--- src/rtl/gtrefclk_ctrl_pkg.sv ---
// Shared types and constants for the GT reference-clock buffer controller.
package gtrefclk_ctrl_pkg;

    localparam int unsigned FAULT_CNT_W = 8;

    typedef enum logic [2:0] {
        ST_OFF     = 3'd0,
        ST_WAKE    = 3'd1,
        ST_MEASURE = 3'd2,
        ST_LOCKED  = 3'd3,
        ST_FAULT   = 3'd4
    } state_t;

endpackage

--- src/rtl/refclk_edge_sync.sv ---
// Brings the refclk-domain toggle into i_clk and turns each transition into a one-cycle pulse.
module refclk_edge_sync (
    input  logic i_clk,
    input  logic i_nrst,
    input  logic i_tgl,
    output logic o_edge
);

    logic tgl_meta;
    logic tgl_sync;
    logic tgl_dly;

    always_ff @(posedge i_clk or negedge i_nrst) begin
        if (!i_nrst) begin
            tgl_meta <= 1'b0;
            tgl_sync <= 1'b0;
            tgl_dly  <= 1'b0;
        end else begin
            tgl_meta <= i_tgl;
            tgl_sync <= tgl_meta;
            tgl_dly  <= tgl_sync;
        end
    end

    assign o_edge = tgl_sync ^ tgl_dly;

endmodule

--- src/rtl/gtrefclk_ctrl.sv ---
// Sequences IBUFDS_GTE2 CEB, qualifies the reference clock by edge counting per
// window, and holds the downstream GT in reset until the clock is locked.
module gtrefclk_ctrl
    import gtrefclk_ctrl_pkg::*;
#(
    parameter int unsigned PWRUP_CYCLES = 64,
    parameter int unsigned WINDOW       = 1024,
    parameter int unsigned MIN_EDGES    = 480,
    parameter int unsigned MAX_EDGES    = 544,
    parameter int unsigned LOCK_WINDOWS = 4,
    parameter int unsigned RETRY_CYCLES = 256,
    parameter int unsigned CNT_W        = 16
) (
    input  logic                   i_clk,
    input  logic                   i_nrst,
    input  logic                   i_refclk_tgl,
    input  logic                   i_force_off,
    output logic                   o_ceb,
    output logic                   o_refclk_ok,
    output logic                   o_gt_rst,
    output logic [CNT_W-1:0]       o_edge_cnt,
    output logic [FAULT_CNT_W-1:0] o_fault_cnt,
    output logic [2:0]             o_state
);

    localparam logic [CNT_W-1:0] PWRUP_LAST = CNT_W'(PWRUP_CYCLES - 1);
    localparam logic [CNT_W-1:0] RETRY_LAST = CNT_W'(RETRY_CYCLES - 1);
    localparam logic [CNT_W-1:0] WIN_LAST   = CNT_W'(WINDOW - 1);
    localparam logic [CNT_W-1:0] LOCK_LAST  = CNT_W'(LOCK_WINDOWS - 1);
    localparam logic [CNT_W-1:0] MIN_E      = CNT_W'(MIN_EDGES);
    localparam logic [CNT_W-1:0] MAX_E      = CNT_W'(MAX_EDGES);

    state_t           state;
    logic [CNT_W-1:0] cyc_cnt;
    logic [CNT_W-1:0] win_cnt;
    logic [CNT_W-1:0] edge_acc;
    logic [CNT_W-1:0] good_cnt;

    logic             tgl_edge;
    logic [CNT_W-1:0] edge_next;
    logic             win_end;
    logic             win_good;

    refclk_edge_sync u_sync (
        .i_clk  (i_clk),
        .i_nrst (i_nrst),
        .i_tgl  (i_refclk_tgl),
        .o_edge (tgl_edge)
    );

    // edge_next already includes an edge landing on the terminal cycle of a window
    always_comb begin
        edge_next = edge_acc;
        if (tgl_edge && (edge_acc != '1)) begin
            edge_next = edge_acc + 1'b1;
        end
    end

    assign win_end  = (win_cnt == WIN_LAST);
    assign win_good = (edge_next >= MIN_E) && (edge_next <= MAX_E);
    assign o_state  = state;

    always_ff @(posedge i_clk or negedge i_nrst) begin
        if (!i_nrst) begin
            state       <= ST_OFF;
            o_ceb       <= 1'b1;
            o_refclk_ok <= 1'b0;
            o_gt_rst    <= 1'b1;
            o_edge_cnt  <= '0;
            o_fault_cnt <= '0;
            cyc_cnt     <= '0;
            win_cnt     <= '0;
            edge_acc    <= '0;
            good_cnt    <= '0;
        end else if (i_force_off) begin
            state       <= ST_OFF;
            o_ceb       <= 1'b1;
            o_refclk_ok <= 1'b0;
            o_gt_rst    <= 1'b1;
            cyc_cnt     <= '0;
            win_cnt     <= '0;
            edge_acc    <= '0;
            good_cnt    <= '0;
        end else begin
            case (state)
                ST_OFF: begin
                    state   <= ST_WAKE;
                    cyc_cnt <= '0;
                end

                ST_WAKE: begin
                    if (cyc_cnt == PWRUP_LAST) begin
                        state    <= ST_MEASURE;
                        o_ceb    <= 1'b0;
                        cyc_cnt  <= '0;
                        win_cnt  <= '0;
                        edge_acc <= '0;
                        good_cnt <= '0;
                    end else begin
                        cyc_cnt <= cyc_cnt + 1'b1;
                    end
                end

                ST_MEASURE, ST_LOCKED: begin
                    if (win_end) begin
                        win_cnt    <= '0;
                        edge_acc   <= '0;
                        o_edge_cnt <= edge_next;
                        if (state == ST_MEASURE) begin
                            if (!win_good) begin
                                good_cnt <= '0;
                            end else if (good_cnt == LOCK_LAST) begin
                                state       <= ST_LOCKED;
                                o_refclk_ok <= 1'b1;
                                o_gt_rst    <= 1'b0;
                                good_cnt    <= '0;
                            end else begin
                                good_cnt <= good_cnt + 1'b1;
                            end
                        end else if (!win_good) begin
                            state       <= ST_FAULT;
                            o_ceb       <= 1'b1;
                            o_refclk_ok <= 1'b0;
                            o_gt_rst    <= 1'b1;
                            cyc_cnt     <= '0;
                            if (o_fault_cnt != '1) begin
                                o_fault_cnt <= o_fault_cnt + 1'b1;
                            end
                        end
                    end else begin
                        win_cnt  <= win_cnt + 1'b1;
                        edge_acc <= edge_next;
                    end
                end

                ST_FAULT: begin
                    if (cyc_cnt == RETRY_LAST) begin
                        state   <= ST_WAKE;
                        cyc_cnt <= '0;
                    end else begin
                        cyc_cnt <= cyc_cnt + 1'b1;
                    end
                end

                default: begin
                    state       <= ST_OFF;
                    o_ceb       <= 1'b1;
                    o_refclk_ok <= 1'b0;
                    o_gt_rst    <= 1'b1;
                    cyc_cnt     <= '0;
                    win_cnt     <= '0;
                    edge_acc    <= '0;
                    good_cnt    <= '0;
                end
            endcase
        end
    end

endmodule

--- config.mk ---
export PLATFORM = sky130hd
export DESIGN_NAME = gtrefclk_ctrl
export DESIGN_NICKNAME = d
export VERILOG_FILES = /design/src/rtl/gtrefclk_ctrl_pkg.sv /design/src/rtl/refclk_edge_sync.sv /design/src/rtl/gtrefclk_ctrl.sv
export SDC_FILE = /design/constraint.sdc
export NUM_CORES = 1
export LEC_CHECK = 0
export ABC_AREA = 1
export CORE_ASPECT_RATIO = 1.25
export CORE_UTILIZATION = 25
export DETAILED_ROUTE_END_ITERATION = 12
export GPL_TIMING_DRIVEN = 0
export SLEW_MARGIN = 10
export SYNTH_ARGS = -nofsm -noshare
export SYNTH_HDL_FRONTEND = slang
export SYNTH_SLANG_ARGS = --single-unit
--- constraint.sdc ---
create_clock -name i_clk -period 2.3 [get_ports i_clk]
set_input_delay 0.69 -clock i_clk [delete_from_list [all_inputs] [get_ports i_clk]]
set_output_delay 0.69 -clock i_clk [all_outputs]
set_load 0.05 [all_outputs]
Yosys cells after proc, flatten, opt, wreduce, memory -nomap -nowiden
Index checks and enable logic that the tools add are counted.
Storage, ports and cells
  register bits: 97
  bits in latches: 0
  RAM bits: 0
  memory bits (read-only): 0
  bits of input ports: 4
  memories: 0
Operators by class
  $add $sub $neg: 5
  $mul: 0
  div/mod/pow operators: 0
  order comparisons: 2
  eq/ne operators: 21
  shift-type cells: 0
  mux-type cells: 49
  bitwise operators: 4
  reduce and logical (&&, ||, !) cells: 14
Operators with widths (count)
  16-bit 2-to-1 mux: 17
  16-bit case mux with 3 select lines: 4
  16-bit by 1-bit adder with 16-bit output, second input constant: 4
  3-bit 2-to-1 mux: 8
  3-bit inequality test, second input constant: 6
  16-bit by 10-bit equality test with 1-bit output, second input constant: 1
  16-bit by 2-bit equality test with 1-bit output, second input constant: 1
  16-bit by 6-bit equality test with 1-bit output, second input constant: 1
  16-bit by 8-bit equality test with 1-bit output, second input constant: 1
  16-bit by 9-bit >= comparator with 1-bit output, second input constant: 1
  16-bit by 10-bit less-or-equal comparator with 1-bit output, second input constant: 1
  1-bit 2-to-1 mux: 16
  16-bit inequality test, second input constant: 1
  4-bit inequality test, second input constant: 3
  3-bit case mux with 4 select lines: 1
  6-bit AND reduction: 2
  5-bit AND reduction: 2
  8-bit by 1-bit adder with 8-bit output, second input constant: 1
  8-bit inequality test, second input constant: 1
  3-bit by 2-bit equality test with 1-bit output, second input constant: 2
  3-bit AND reduction: 2
  2-bit by 1-bit inequality test with 1-bit output, second input constant: 2
  1-bit case mux with 2 select lines: 2
  4-bit AND reduction: 1
  other kinds (10): 14

Longest topological paths before layout
Gate-level depths: netlist of the first run.
  depth after elaboration: 10
  gate-level depth with buffers: 19
  depth with buffers taken out: 19

Modules after synthesis
A second synthesis of the first run with hierarchy kept.
Second synthesis, totals
  cells, all modules: 736
  area total of the unflattened synthesis: 5491.5 um2
By module, submodules not included
  gtrefclk_ctrl: times used 1, cells each 728, area an instance 5397.7 um2, seq. area each 2354.8 um2
  refclk_edge_sync: times used 1, cells each 8, area an instance 93.8 um2, seq. area each 75.1 um2

Least setup slack after synthesis of the first run
OpenSTA, ideal clock, no wires.
  path type: register -> register
  start point: register edge_acc[0]
  end point: register good_cnt[12]
  setup time: 0.142 ns
  arrival time: 2.243 ns
  path slack: -0.085 ns
  cell stages (with the launch flop): 16
  clock period less this slack: 2.385 ns
  cell sequence: dfrtp_1 -> ha_1 -> inv_2 -> nor2_4 -> nand2_2 -> o21ai_2 -> buf_6 -> nor2_1 -> xor2_1 -> nor2_1 -> nor2_4 -> nand2_2 -> clkinv_2 -> nand3_4 -> buf_6 -> a21oi_2
Between the ends
  word-level cells in the longest chain between the ends: 10
  elaborated cells on any way between the ends: 12
RTL lines
  start, declared: line gtrefclk_ctrl.sv:36  | logic [CNT_W-1:0] edge_acc;
  start signal, assigned: line gtrefclk_ctrl.sv:132  | edge_acc <= edge_next;
  parallel branches: the longest is 2 deep, another holds 16-bit by 1-bit adder with 16-bit output
  16-bit 2-to-1 mux (*): line gtrefclk_ctrl.sv:54  | if (tgl_edge && (edge_acc != '1)) begin
  16-bit by 9-bit >= comparator with 1-bit output or 16-bit by 10-bit less-or-equal comparator with 1-bit output (tied branches): line gtrefclk_ctrl.sv:60  | assign win_good = (edge_next >= MIN_E) && (edge_next <= MAX_E);
  1-bit logical AND (*): line gtrefclk_ctrl.sv:60
  16-bit 2-to-1 mux (*): line gtrefclk_ctrl.sv:110  | if (!win_good) begin
  16-bit 2-to-1 mux (*): line gtrefclk_ctrl.sv:109  | if (state == ST_MEASURE) begin
  16-bit 2-to-1 mux (*): line gtrefclk_ctrl.sv:105  | if (win_end) begin
  16-bit case mux with 3 select lines (*): line gtrefclk_ctrl.sv:85  | case (state)
  16-bit 2-to-1 mux (*): line gtrefclk_ctrl.sv:75  | end else if (i_force_off) begin
  end signal, assigned: line gtrefclk_ctrl.sv:118  | good_cnt <= good_cnt + 1'b1;
  end, declared: line gtrefclk_ctrl.sv:37  | logic [CNT_W-1:0] good_cnt;
Mark *: on every way between the ends. The select of a mux whose other input is x is not followed.
A chain may end at the register's enable or synchronous reset.

Worst setup path in the final report of the first run
  start point: register edge_acc[1]
  end point: register cyc_cnt[14]
Between the ends
  word-level cells in the longest chain between the ends: 7
  elaborated cells on any way between the ends: 9
RTL lines
  parallel branches: the longest is 2 deep, another holds 16-bit by 1-bit adder with 16-bit output
  16-bit 2-to-1 mux (*): line gtrefclk_ctrl.sv:54
  16-bit by 9-bit >= comparator with 1-bit output or 16-bit by 10-bit less-or-equal comparator with 1-bit output (tied branches): line gtrefclk_ctrl.sv:60
  1-bit logical AND (*): line gtrefclk_ctrl.sv:60
  3-bit inequality test (no line) (*)
  3-bit AND reduction (no line) (*)
  end signal, assigned: line gtrefclk_ctrl.sv:100  | cyc_cnt <= cyc_cnt + 1'b1;
  end signal, assigned: line gtrefclk_ctrl.sv:141  | cyc_cnt <= cyc_cnt + 1'b1;
  end, declared: line gtrefclk_ctrl.sv:34  | logic [CNT_W-1:0] cyc_cnt;
Mark *: on every way between the ends.

==> out/qor.txt, run 1 <==
Status -> finished with violations
Failing checks -> negative setup slack
Dpl cells -> 1045
Worst setup path startpoint -> edge_acc[1]
Data arrival, critical path -> 2.75 ns
Layout Nets -> 829
Inserted Clock Buffers -> 9
Share of cells above drive strength 1 -> 20.8%
Max-slew headroom -> 62.3%
Yosys reg bits -> 97
PwrDens -> 686 nW/um^2
Max cap viols -> 0
H-tree Lvls -> 3
R2R Path Start -> edge_acc[1]
Least-Margin Pin Slew -> 0.563 ns
Top Ports -> 34
# clock sinks -> 97
CP Capture Type -> register
Post-synthesis mux area share -> 0%
Avg Inst Size Synth -> 7.49 sq um
Critical Path RT -> 2.57 ns
Initial antenna violation count -> 0
Grt total ovfl -> 0
Skew-Pair Late Insertion Delay -> 0.35 ns
Synth top area share -> 43.4%
Crit path max fanout -> 6
Hold_buf cts -> 0
First-pass GRT wire length -> 23.9 mm
Top_reg_cell synth -> dfrtp_1
Detailed-router iteration count before antenna repair -> 4
Routed vias -> 5004
RSZ-0062 raised after global routing -> yes
Worst VDD drop -> 0.372 mV
Antenna cells -> 0
Reg-to-reg slack, setup -> -0.18 ns
Vias in the first global route -> 4913
Initial Utilization -> 25.4%
Die Y -> 168 microns
Hold Path Class -> input pin to asynchronous set/reset pin
Fin crit share -> 108%
Post-Syn Area -> 5480 sq um
Synth Area in Compound Gates -> 11.6%
Cell with the most instances after synthesis -> nand2_1
Via-to-Cell Ratio -> 4.53
Die width -> 134 microns
Die Area -> 22500 sq um
Post-synth ARST share -> 100%
Crit path time final -> 2.48 ns
Overall Power -> 5000 uW
Core Area -> 21500 sq um
LEAKAGE -> 0.00340 uW
Num rows -> 60
Netlist cell types -> 43
Most frequent cells after synthesis -> nand2_1 (194), inv_1 (103), dfrtp_1 (95)
Area of all sequential standard cells -> 2430 sq um
Syn nets -> 741
Multi-input logic area -> 2950 sq um
Final wirelength -> 14.1 mm
Ranking of synthesized cells by area -> dfrtp_1 (43%), nand2_1 (13%), inv_1 (7.1%), nor2_1 (5.5%), o21ai_0 (4.3%)
Hold Worst Slack -> 0.181 ns
Residual DRC -> 0
Final HPWL from detailed placement -> 9.73 mm
Mapped Cells -> 732
Register area share after synthesis -> 44.3%
CTS tree -> yes
Final worst slack -> -0.179 ns
Adder-cell share of the synthesized area -> 1.14%
Count of pins over their slew limit -> 0
DR iter-0 viols -> 241
Skew final -> 0.00968 ns
Leading area contributor after synthesis -> dfrtp_1
Xor/xnor share of the synthesized area -> 4.77%
Max Root-Sink Buffers -> 2
Total Routing Usage GR -> 13.2%
# setup viols final -> 45
Synth Warn # -> 0
Avg WL per Cell -> 12.8 microns
Placed cell areas -> 6200 sq um
Achievable Freq -> 0.403 GHz
Gpl congestion -> 0.821
WS Path Type -> register to register
# port buffers -> 33
P&R area growth vs syn -> 32.9%
Final Cell Area -> 7290 sq um
Clock slew at reported path FFs -> 0.08 ns
Root buffer cell -> clkbuf_16
Layout Cells excl Fill -> 1104
Layout Utilization -> 33.8%
Fraction of the mapped netlist area in simple logic gates -> 29.4%
ANT nets after route -> 0
Largest net degree at the start of global routing -> 77
Fill count -> 2209
Main combinational cell family by area after synthesis -> simple AND/OR/NAND/NOR gates
Post-synth EDFFs -> 0
Hold Vio Cnt, Final -> 0
CP startpoint kind -> register
-- sequential cells by signal, summed over array words and instances (netlist names) --
signal	count
cyc_cnt	16
edge_acc	16
good_cnt	16
o_ceb	1
o_edge_cnt	16
o_fault_cnt	8
o_gt_rst	1
o_refclk_ok	1
o_state	3
u_sync.tgl_dly	1
u_sync.tgl_meta	1
u_sync.tgl_sync	1
win_cnt	16
-- what timing repair did --
action | in CTS | in global routing
gates resized for setup | 80 | 82
endpoints found under the setup margin | 93 | 98
gates cloned | 4 | 1
buffers inserted | 32 | 6
pin swaps | 17 | 25
-- kinds of logic after synthesis --
family | after synthesis
xor gates and xnor gates | 29
adders and majority gates | 5
AOI/OAI and AO/OA | 107
and+or+nand+nor | 374
buffers and inverters | 120
DFF | 97
-- placed cells by master (no fill, tap or decap), types with 18 or more instances in the layout --
cell	count
o21ai_0	32
nand2_1	166
xor2_1	23
nand2_2	22
nand4_1	21
buf_4	34
clkdlybuf4s50_1	18
nand3_1	39
nor2_1	63
inv_1	102
dfrtp_1	93
-- worst max-delay path, stage by stage, from the launching register on --
cell and delay [ns]:
dfrtp_2 0.40, ha_4 0.16, inv_4 0.04, nor2_4 0.12
nand2_4 0.09, o21ai_4 0.27, buf_6 0.17, nand2_4 0.05
nand2_4 0.07, nand2_2 0.06, nor2_2 0.13, nor2_2 0.06
nor2_4 0.17, buf_6 0.12, nand3_4 0.10, nand2_8 0.14
buf_8 0.13, nand2_2 0.04, o21ai_1 0.07
-- cell type report --
cell class / instances / area share, %
Tap cell: 279 / 4.79
Multi-Input combinational cell: 515 / 40.5
Timing Repair Buffer: 77 / 10.2
Clock inverter: 7 / 0.824
Sequential cell: 97 / 33.4
Inverter: 105 / 5.51
Clock buffer: 9 / 3.09
Buffer: 15 / 1.70
-- through the flow --
step                      setup TNS, ns  worst slack, ns
after global routing             -14.50           -0.327
after global placement          -368.48            -3.34
after CTS                         -2.67           -0.131
final                             -5.51           -0.179
after detailed placement         -47.29           -0.827
after floorplan                       0          0.00203
-- metal layers --
metal / track usage (%) / part of all wire, % / wire length (microns)
met5: 0 / 0 / 0
met3: 1.94 / 2.3 / 322
met2: 22.8 / 50 / 7070
met4: 4.25 / 1.6 / 232
met1: 16.7 / 46 / 6510
-- power by group --
| part | internal (uW) | leakage, uW | switching, uW |
|---|---|---|---|
| Clock | 754 | 0.000131 | 728 |
| Combinational | 518 | 0.00197 | 1130 |
| Sequential | 1800 | 0.00129 | 79.9 |
-- path summary, 6_finish.rpt --
path / depth (start not counted) / endpoint
max: 18 / cyc_cnt[14]
min reg2reg: 0 / u_sync.tgl_sync
min: 1 / cyc_cnt[4]
max reg2reg: 18 / cyc_cnt[14]
min in group i_clk: 0 / u_sync.tgl_sync
max in group asynchronous: 2 / o_ceb
(Power assumes the default switching activity.)
==> run 2: changes to the inputs <==
Settings changed: CTS_CLUSTER_DIAMETER set to 40.
==> results of run 2 <==
Final layout, timing and power as in run 1 (identical DEF).
